--- src/rtl/pattern_table_pkg.sv ---
// Shared types and helpers for the pattern table sequencer: FSM states,
// mode encoding and the per-element init value taken from the pattern.
package pattern_table_pkg;

  localparam int MAX_PAT_BITS = 64 * 64;

  localparam logic MODE_ONESHOT = 1'b0;
  localparam logic MODE_CONT    = 1'b1;

  typedef enum logic [1:0] {
    IDLE,
    RUN,
    DRAIN
  } state_t;

  // The pattern repeats across the table, so element idx takes pattern slot idx mod pat_len.
  function automatic logic [63:0] pat_elem(input logic [MAX_PAT_BITS-1:0] pat,
                                           input int pat_len,
                                           input int width,
                                           input int idx);
    logic [MAX_PAT_BITS-1:0] shifted;
    logic [63:0] mask;
    shifted = pat >> ((idx % pat_len) * width);
    mask = (width >= 64) ? '1 : ((64'd1 << width) - 64'd1);
    return shifted[63:0] & mask;
  endfunction

endpackage

--- src/rtl/pattern_table_seq_if.sv ---
// Stream, write-port and status bundle of the pattern table sequencer.
// The slave modport is the sequencer; master is whoever drives it.
interface pattern_table_seq_if #(
  parameter int WIDTH = 32,
  parameter int DEPTH = 6
);
  localparam int AW = $clog2(DEPTH);

  logic                   start;
  logic                   mode;
  logic                   wr_en;
  logic [AW-1:0]          wr_addr;
  logic [WIDTH-1:0]       wr_data;
  logic                   out_valid;
  logic                   out_ready;
  logic [WIDTH-1:0]       out_data;
  logic [AW-1:0]          out_idx;
  logic                   busy;
  logic                   done;
  logic [DEPTH*WIDTH-1:0] tbl_flat;
  logic [WIDTH-1:0]       first;

  modport master (
    output start, mode, wr_en, wr_addr, wr_data, out_ready,
    input  out_valid, out_data, out_idx, busy, done, tbl_flat, first
  );

  modport slave (
    input  start, mode, wr_en, wr_addr, wr_data, out_ready,
    output out_valid, out_data, out_idx, busy, done, tbl_flat, first
  );

endinterface

--- src/rtl/pattern_table_mem.sv ---
// Register array holding the table: resets to the repeating init pattern,
// one write port, combinational read port and a flat image of all elements.
module pattern_table_mem
  import pattern_table_pkg::*;
#(
  parameter int WIDTH   = 32,
  parameter int DEPTH   = 6,
  parameter int PAT_LEN = 2,
  parameter logic [PAT_LEN*WIDTH-1:0] PAT = {32'd5, 32'd4},
  parameter int AW = $clog2(DEPTH)
) (
  input  logic                   clk,
  input  logic                   rst,
  input  logic                   wr_en,
  input  logic [AW-1:0]          wr_addr,
  input  logic [WIDTH-1:0]       wr_data,
  input  logic [AW-1:0]          rd_idx,
  output logic [WIDTH-1:0]       rd_data,
  output logic [DEPTH*WIDTH-1:0] tbl_flat,
  output logic [WIDTH-1:0]       first
);

  localparam logic [MAX_PAT_BITS-1:0] PAT_EXT = MAX_PAT_BITS'(PAT);
  localparam logic [AW:0] DEPTH_W = (AW+1)'(DEPTH);

  logic [WIDTH-1:0] tbl [DEPTH];

  // Addresses past the end exist when DEPTH is not a power of two; drop them.
  always_ff @(posedge clk) begin
    if (rst) begin
      for (int i = 0; i < DEPTH; i++) begin
        tbl[i] <= WIDTH'(pat_elem(PAT_EXT, PAT_LEN, WIDTH, i));
      end
    end else if (wr_en && ({1'b0, wr_addr} < DEPTH_W)) begin
      tbl[wr_addr] <= wr_data;
    end
  end

  always_comb begin
    tbl_flat = '0;
    for (int i = 0; i < DEPTH; i++) begin
      tbl_flat[i*WIDTH +: WIDTH] = tbl[i];
    end
  end

  assign rd_data = tbl[rd_idx];
  assign first   = tbl[0];

endmodule

--- src/rtl/pattern_table_seq.sv ---
// Streams the table out over a valid/ready port, either once or wrapping
// continuously; the table itself lives in pattern_table_mem.
module pattern_table_seq
  import pattern_table_pkg::*;
#(
  parameter int WIDTH   = 32,
  parameter int DEPTH   = 6,
  parameter int PAT_LEN = 2,
  parameter logic [PAT_LEN*WIDTH-1:0] PAT = {32'd5, 32'd4}
) (
  input logic clk,
  input logic rst,
  pattern_table_seq_if.slave bus
);

  localparam int AW = $clog2(DEPTH);
  localparam logic [AW-1:0] LAST_IDX = AW'(DEPTH - 1);

  state_t        state;
  logic          mode_q;
  logic          valid_q;
  logic          done_q;
  logic          busy_q;
  logic [AW-1:0] idx_q;
  logic          transfer;

  assign transfer = valid_q && bus.out_ready;

  pattern_table_mem #(
    .WIDTH   (WIDTH),
    .DEPTH   (DEPTH),
    .PAT_LEN (PAT_LEN),
    .PAT     (PAT),
    .AW      (AW)
  ) u_mem (
    .clk      (clk),
    .rst      (rst),
    .wr_en    (bus.wr_en),
    .wr_addr  (bus.wr_addr),
    .wr_data  (bus.wr_data),
    .rd_idx   (idx_q),
    .rd_data  (bus.out_data),
    .tbl_flat (bus.tbl_flat),
    .first    (bus.first)
  );

  // A start always wins, even over the final one-shot beat, so done stays low then.
  always_ff @(posedge clk) begin
    if (rst) begin
      state   <= IDLE;
      mode_q  <= MODE_ONESHOT;
      valid_q <= 1'b0;
      done_q  <= 1'b0;
      busy_q  <= 1'b0;
      idx_q   <= '0;
    end else begin
      done_q <= 1'b0;
      if (bus.start) begin
        state   <= RUN;
        mode_q  <= bus.mode;
        valid_q <= 1'b1;
        busy_q  <= 1'b1;
        idx_q   <= '0;
      end else begin
        case (state)
          IDLE: begin
            valid_q <= 1'b0;
            busy_q  <= 1'b0;
          end
          RUN: begin
            if (transfer) begin
              if (idx_q == LAST_IDX) begin
                if (mode_q == MODE_CONT) begin
                  idx_q <= '0;
                end else begin
                  state   <= DRAIN;
                  valid_q <= 1'b0;
                  done_q  <= 1'b1;
                end
              end else begin
                idx_q <= idx_q + 1'b1;
              end
            end
          end
          DRAIN: begin
            state   <= IDLE;
            valid_q <= 1'b0;
            busy_q  <= 1'b0;
          end
          default: begin
            state   <= IDLE;
            valid_q <= 1'b0;
            busy_q  <= 1'b0;
          end
        endcase
      end
    end
  end

  assign bus.out_valid = valid_q;
  assign bus.out_idx   = idx_q;
  assign bus.done      = done_q;
  assign bus.busy      = busy_q;

endmodule

--- src/flat_wrapper.sv ---
// flat-port wrapper written by rule: the top's interface ports become plain ports
module pattern_table_seq_flat import pattern_table_pkg::*;
#(
  parameter int WIDTH   = 32,
  parameter int DEPTH   = 6,
  parameter int PAT_LEN = 2,
  parameter logic [PAT_LEN*WIDTH-1:0] PAT = {32'd5, 32'd4}
)
  (clk, rst, bus_start, bus_mode, bus_wr_en, bus_wr_addr, bus_wr_data, bus_out_ready, bus_out_valid, bus_out_data, bus_out_idx, bus_busy, bus_done, bus_tbl_flat, bus_first);
  pattern_table_seq_if #(.WIDTH(WIDTH), .DEPTH(DEPTH)) bus_i ();
  input logic clk;
  input logic rst;
  input wire logic [$bits(bus_i.start)-1:0] bus_start;
  input wire logic [$bits(bus_i.mode)-1:0] bus_mode;
  input wire logic [$bits(bus_i.wr_en)-1:0] bus_wr_en;
  input wire logic [$bits(bus_i.wr_addr)-1:0] bus_wr_addr;
  input wire logic [$bits(bus_i.wr_data)-1:0] bus_wr_data;
  input wire logic [$bits(bus_i.out_ready)-1:0] bus_out_ready;
  output wire logic [$bits(bus_i.out_valid)-1:0] bus_out_valid;
  output wire logic [$bits(bus_i.out_data)-1:0] bus_out_data;
  output wire logic [$bits(bus_i.out_idx)-1:0] bus_out_idx;
  output wire logic [$bits(bus_i.busy)-1:0] bus_busy;
  output wire logic [$bits(bus_i.done)-1:0] bus_done;
  output wire logic [$bits(bus_i.tbl_flat)-1:0] bus_tbl_flat;
  output wire logic [$bits(bus_i.first)-1:0] bus_first;
  assign bus_i.start = bus_start;
  assign bus_i.mode = bus_mode;
  assign bus_i.wr_en = bus_wr_en;
  assign bus_i.wr_addr = bus_wr_addr;
  assign bus_i.wr_data = bus_wr_data;
  assign bus_i.out_ready = bus_out_ready;
  assign bus_out_valid = bus_i.out_valid;
  assign bus_out_data = bus_i.out_data;
  assign bus_out_idx = bus_i.out_idx;
  assign bus_busy = bus_i.busy;
  assign bus_done = bus_i.done;
  assign bus_tbl_flat = bus_i.tbl_flat;
  assign bus_first = bus_i.first;
  pattern_table_seq #(.WIDTH(WIDTH), .DEPTH(DEPTH), .PAT_LEN(PAT_LEN), .PAT(PAT)) u_core (.clk(clk), .rst(rst), .bus(bus_i));
endmodule
--- config.mk ---
export PLATFORM = sky130hd
export DESIGN_NAME = pattern_table_seq_flat
export DESIGN_NICKNAME = d
export VERILOG_FILES = /design/src/rtl/pattern_table_pkg.sv /design/src/rtl/pattern_table_seq_if.sv /design/src/rtl/pattern_table_mem.sv /design/src/rtl/pattern_table_seq.sv /design/src/flat_wrapper.sv
export SDC_FILE = /design/constraint.sdc
export NUM_CORES = 1
export LEC_CHECK = 0
export CORE_MARGIN = 2
export CORE_UTILIZATION = 49
export DETAILED_ROUTE_END_ITERATION = 10
export PLACE_DENSITY = 0.81
export SYNTH_ARGS = -nofsm -noshare
export SYNTH_HDL_FRONTEND = slang
export SYNTH_SLANG_ARGS = --single-unit
--- constraint.sdc ---
create_clock -name clk -period 4.2 [get_ports clk]
set_input_delay 0.84 -clock clk [delete_from_list [all_inputs] [get_ports clk]]
set_output_delay 0.84 -clock clk [all_outputs]
set_load 0.01 [all_outputs]
# After elaboration in Yosys (flattened, before gate mapping)
# Memory sizes are Yosys's and may differ from the RTL's. A register that Yosys moved wholly into a read port is not among the register bits.
# Index checks and enable logic that the tools add are counted.
# word_totals
ff_bits	9
ram_bits	192
in_bits	41
out_inout_bits	262
word_cells	60
n_memories	1
# classes
n_addsub	1
n_lt_le_gt_ge	1
eq_ne	11
muxes	25
n_bitwise	4
reduce_logical	10
# mem_list
name	words	word_bits	read_ports	rd_ports_with_merged_regs	write_ports	line_no	source
u_core.u_mem.tbl	6	32	7	1	6	pattern_table_mem.sv:26	logic [WIDTH-1:0] tbl [DEPTH];
# ops
operator	n
$mux W32	1
$reduce_or A32 Y1	1
$mux W1	15
$mux W3	5
$reduce_and A4 Y1	2
$mux W2	3
$ne A2 B1 Y1 const B	3
$ne A2 B2 Y1 const B	3
$ne A3 B2 Y1 const B	2
$reduce_and A3 Y1	2
$reduce_or A5 Y1	1
$not A1 Y1	4
$pmux W2 S2	1
$add A3 B1 Y3 const B	1
$eq A3 B3 Y1 const B	1
$lt A3 B3 Y1 const B	1
$ne A3 B3 Y1 const B	1
$eq A2 B1 Y1 const B	1
$logic_and A1 B1 Y1	2
$logic_not A2 Y1	1
$reduce_or A2 Y1	1

# Logic depth before layout (Yosys ltp)
# logic_depth
depth_word	7
mapped_depth	5

# By module
# From an unflattened synthesis, not the netlist that was laid out.
# unflattened
cells_unflattened	703
area_unflattened_um2	11459.7
# by_module_without_submodules
module	instances	cells_per_inst	area_each_um2
pattern_table_mem	1	666	11109.4
pattern_table_seq	1	37	350.3

# Least setup slack after synthesis
# No wires, ideal clock.
# synth_timing
kind	input -> register
startpoint	in bus_wr_en
endpoint	mem u_core.u_mem.tbl[4][0] (enable)
setup_ns	0.428
arrival_time_ns	2.861
t_required_ns	3.772
path_slack_ns	0.911
cell_stages	4
n_path_buf	1
cell_sequence	nor3b_2 or2_1 clkbuf_1 o21bai_1
# synth_rtl
item	line_no	source
from (decl)	flat_wrapper.sv:15	input wire logic [$bits(bus_i.wr_en)-1:0] bus_wr_en;
to (decl)	pattern_table_mem.sv:26	

==> impl_metrics.ini <==
[job]
maxCapViolCount = 0

[placement]
gp_congestion = 0.811
place_ws_ns = 0.990
port_buffers = 302
post-dp-hpwl_mm = 20.8

[timing]
finalCriticalPeriod_ns = 3.72
min_period_over_period_pct = 88.7
relSlewSlack_pct = 36.5
max_freq_mhz = 269
skew_ns = 0.00310
worst_slew_pin_slew_ns = 0.953
rsz0062_at_grt = no
setup_viol = 0
tns_ns = 0
drv_slew = 0
hold_viol = 0
finalWorstSetupSlack_ns = 0.476

[clocking]
clk_latency_ns = 0.52
htree_levels = 1
cts_hold_buf = 0
cts_resized = 0
clockBufferDepth = 3
clock_sinks = 268
path_clk_slew_ns = 0.06
cts_tree = done
numCtsBuffers = 27
cts_setup_buffers = 0
root_buffer = clkbuf_16

[pwr]
powerDensity_nw_per_um2 = 404
leakage_nw = 5.55
max-vdd-ir-drop_mv = 0.326

[layout]
areaGrowthSynthToFinish_pct = 37.7
diodes = 0
drive_gt1_share_pct = 14.1
nets = 1089
final_cell_mix = clkdlybuf4s50_1 (302), edfxtp_1 (256), nor2_1 (154)
final_common_cell = clkdlybuf4s50_1
final_util_pct = 69.3

[floorplan]
rows = 55
die_w_um = 157
pin_count = 303
coreArea_um2 = 22800
die_h_um = 157
die_area_um2 = 24600
initial_core_util_pct = 50.3

[drt]
dr.pass1.iters = 6
wl_per_cell_um = 22.9
via_per_inst = 5.40
ant_nets = 0
drt_iter0_markers = 526
drt_wl_total_mm = 31.6
drcViolationCount = 0
num_vias = 7455

[logic_synthesis]
syn_area_um2 = 11500
syn_area_per_cell_um2 = 16.2
syn_inst = 707
async_flop_share_pct = 0
synthFlopType = edfxtp_1
ys_seq_elements = 268
synth.area.top_cells = edfxtp_1 (67%), mux4_2 (8.6%), nor2_1 (5.0%), mux4_1 (4.6%), mux2_2 (3.1%)
synth-seq-area-share_pct = 69.1
synth_edf_count = 256
yosysUniqueCellTypes = 38
synth_warnings = 0
yosysTopAreaCellShare_pct = 67.1
yosys.area.top_type = edfxtp_1

[global_routing]
grt_usage_pct = 25.6
grt_max_degree = 65
grt_pass1_wl_mm = 46.2
grt_overflow_total = 0
grt_pass1_vias = 7741
antenna_found_initial = 0

[setup_path]
start_kind = register
worstPathRequired_ns = 3.36
ff2ff_path_depth = 3
critical_path.max_fanout = 28
r2r_slack_ns = 2.74
endpoint_kind = output pin
arrival_ns = 2.88
crit_type = register to output pin

[min_path]
min_path_cells = 2
hp-class = register to register

[outcome]
status = complete, no violations
-- registers in the layout, indices dropped and copies added (netlist names), named ones only --
| register | flops |
|---|---|
| u_core.bus.busy | 1 |
| u_core.bus.done | 1 |
| u_core.bus.out_idx | 3 |
| u_core.bus.out_valid | 1 |
| u_core.mode_q | 1 |
| u_core.state | 2 |
| u_core.u_mem.tbl | 256 |
-- final timing paths --
path / from / to
setup reg to reg: u_core.bus.out_valid / register
hold reg to reg: u_core.bus.busy / u_core.bus.busy
setup / recovery: register / bus_out_data[28]
hold / removal: u_core.bus.busy / u_core.bus.busy
-- final cells by class --
type / instances / area (µm²)
sequential: 268 / 7940
fill: 1550 / 6990
timing repair buffer: 322 / 3220
multi-input combinational: 395 / 3210
clock buffer: 32 / 694
tap: 313 / 392
clock inverter: 16 / 209
inverter: 34 / 128
-- power breakdown --
group | total, mW | internal (mW) | switching (mW)
sequential | 3.21 | 3.11 | 0.104
clock | 2.45 | 1.48 | 0.969
combinational | 0.714 | 0.390 | 0.324
total | 6.38 | 4.98 | 1.40
-- critical path, stage by stage (launching register included) --
cell and delay (ns):
dfxtp_4 0.69, buf_12 0.30, mux4_2 0.53, mux2_2 0.29, clkdlybuf4s50_1 0.49
-- per-stage QoR --
| stage | cell area, µm² | hold WS [ns] | instances | power (mW) |
|---|---|---|---|---|
| finish | 15800 | 0.505 | 1380 | 6.38 |
| detailed placement | 14900 | 0.497 | 1332 | 3.98 |
| global placement | 14900 | 0.481 | 1332 | 3.96 |
| CTS | 15800 | 0.517 | 1380 | 6.41 |
| floorplan | 11700 | 0.470 | 770 | 3.51 |
| global route | 15800 | 0.557 | 1380 | 6.57 |
-- synthesized netlist by cell type, types with 8 or more instances --
cell type  number
buf_1           8
nor2_1        154
buf_4          32
edfxtp_1      256
mux4_1         20
mux2_2         32
mux4_2         44
clkbuf_1       15
dfxtp_1        12
inv_1          34
nand3_1        31
buf_2          10
-- metal layers --
| layer | up-vias | routed length [µm] | track usage, % |
|---|---|---|---|
| met4 | 0 | 709 | 7.34 |
| met3 | 47 | 2770 | 4.57 |
| met1 | 3745 | 11700 | 32.8 |
| met5 | - | 0 | 0 |
| li1 | 3249 | - | - |
| met2 | 414 | 16400 | 45.1 |
-- cell families (layout without fill, tap and decap cells) --
kind of cell,Yosys count,count (layout),synth area share (%)
DFF,268,268,69.1
and+or+nand+nor,218,218,8.25
buffers and inverters,107,404,5.28
muxes,97,97,16.5
AOI/OAI and AO/OA,16,16,0.829
other,1,64,0.0327
(Power assumes the default switching activity.)
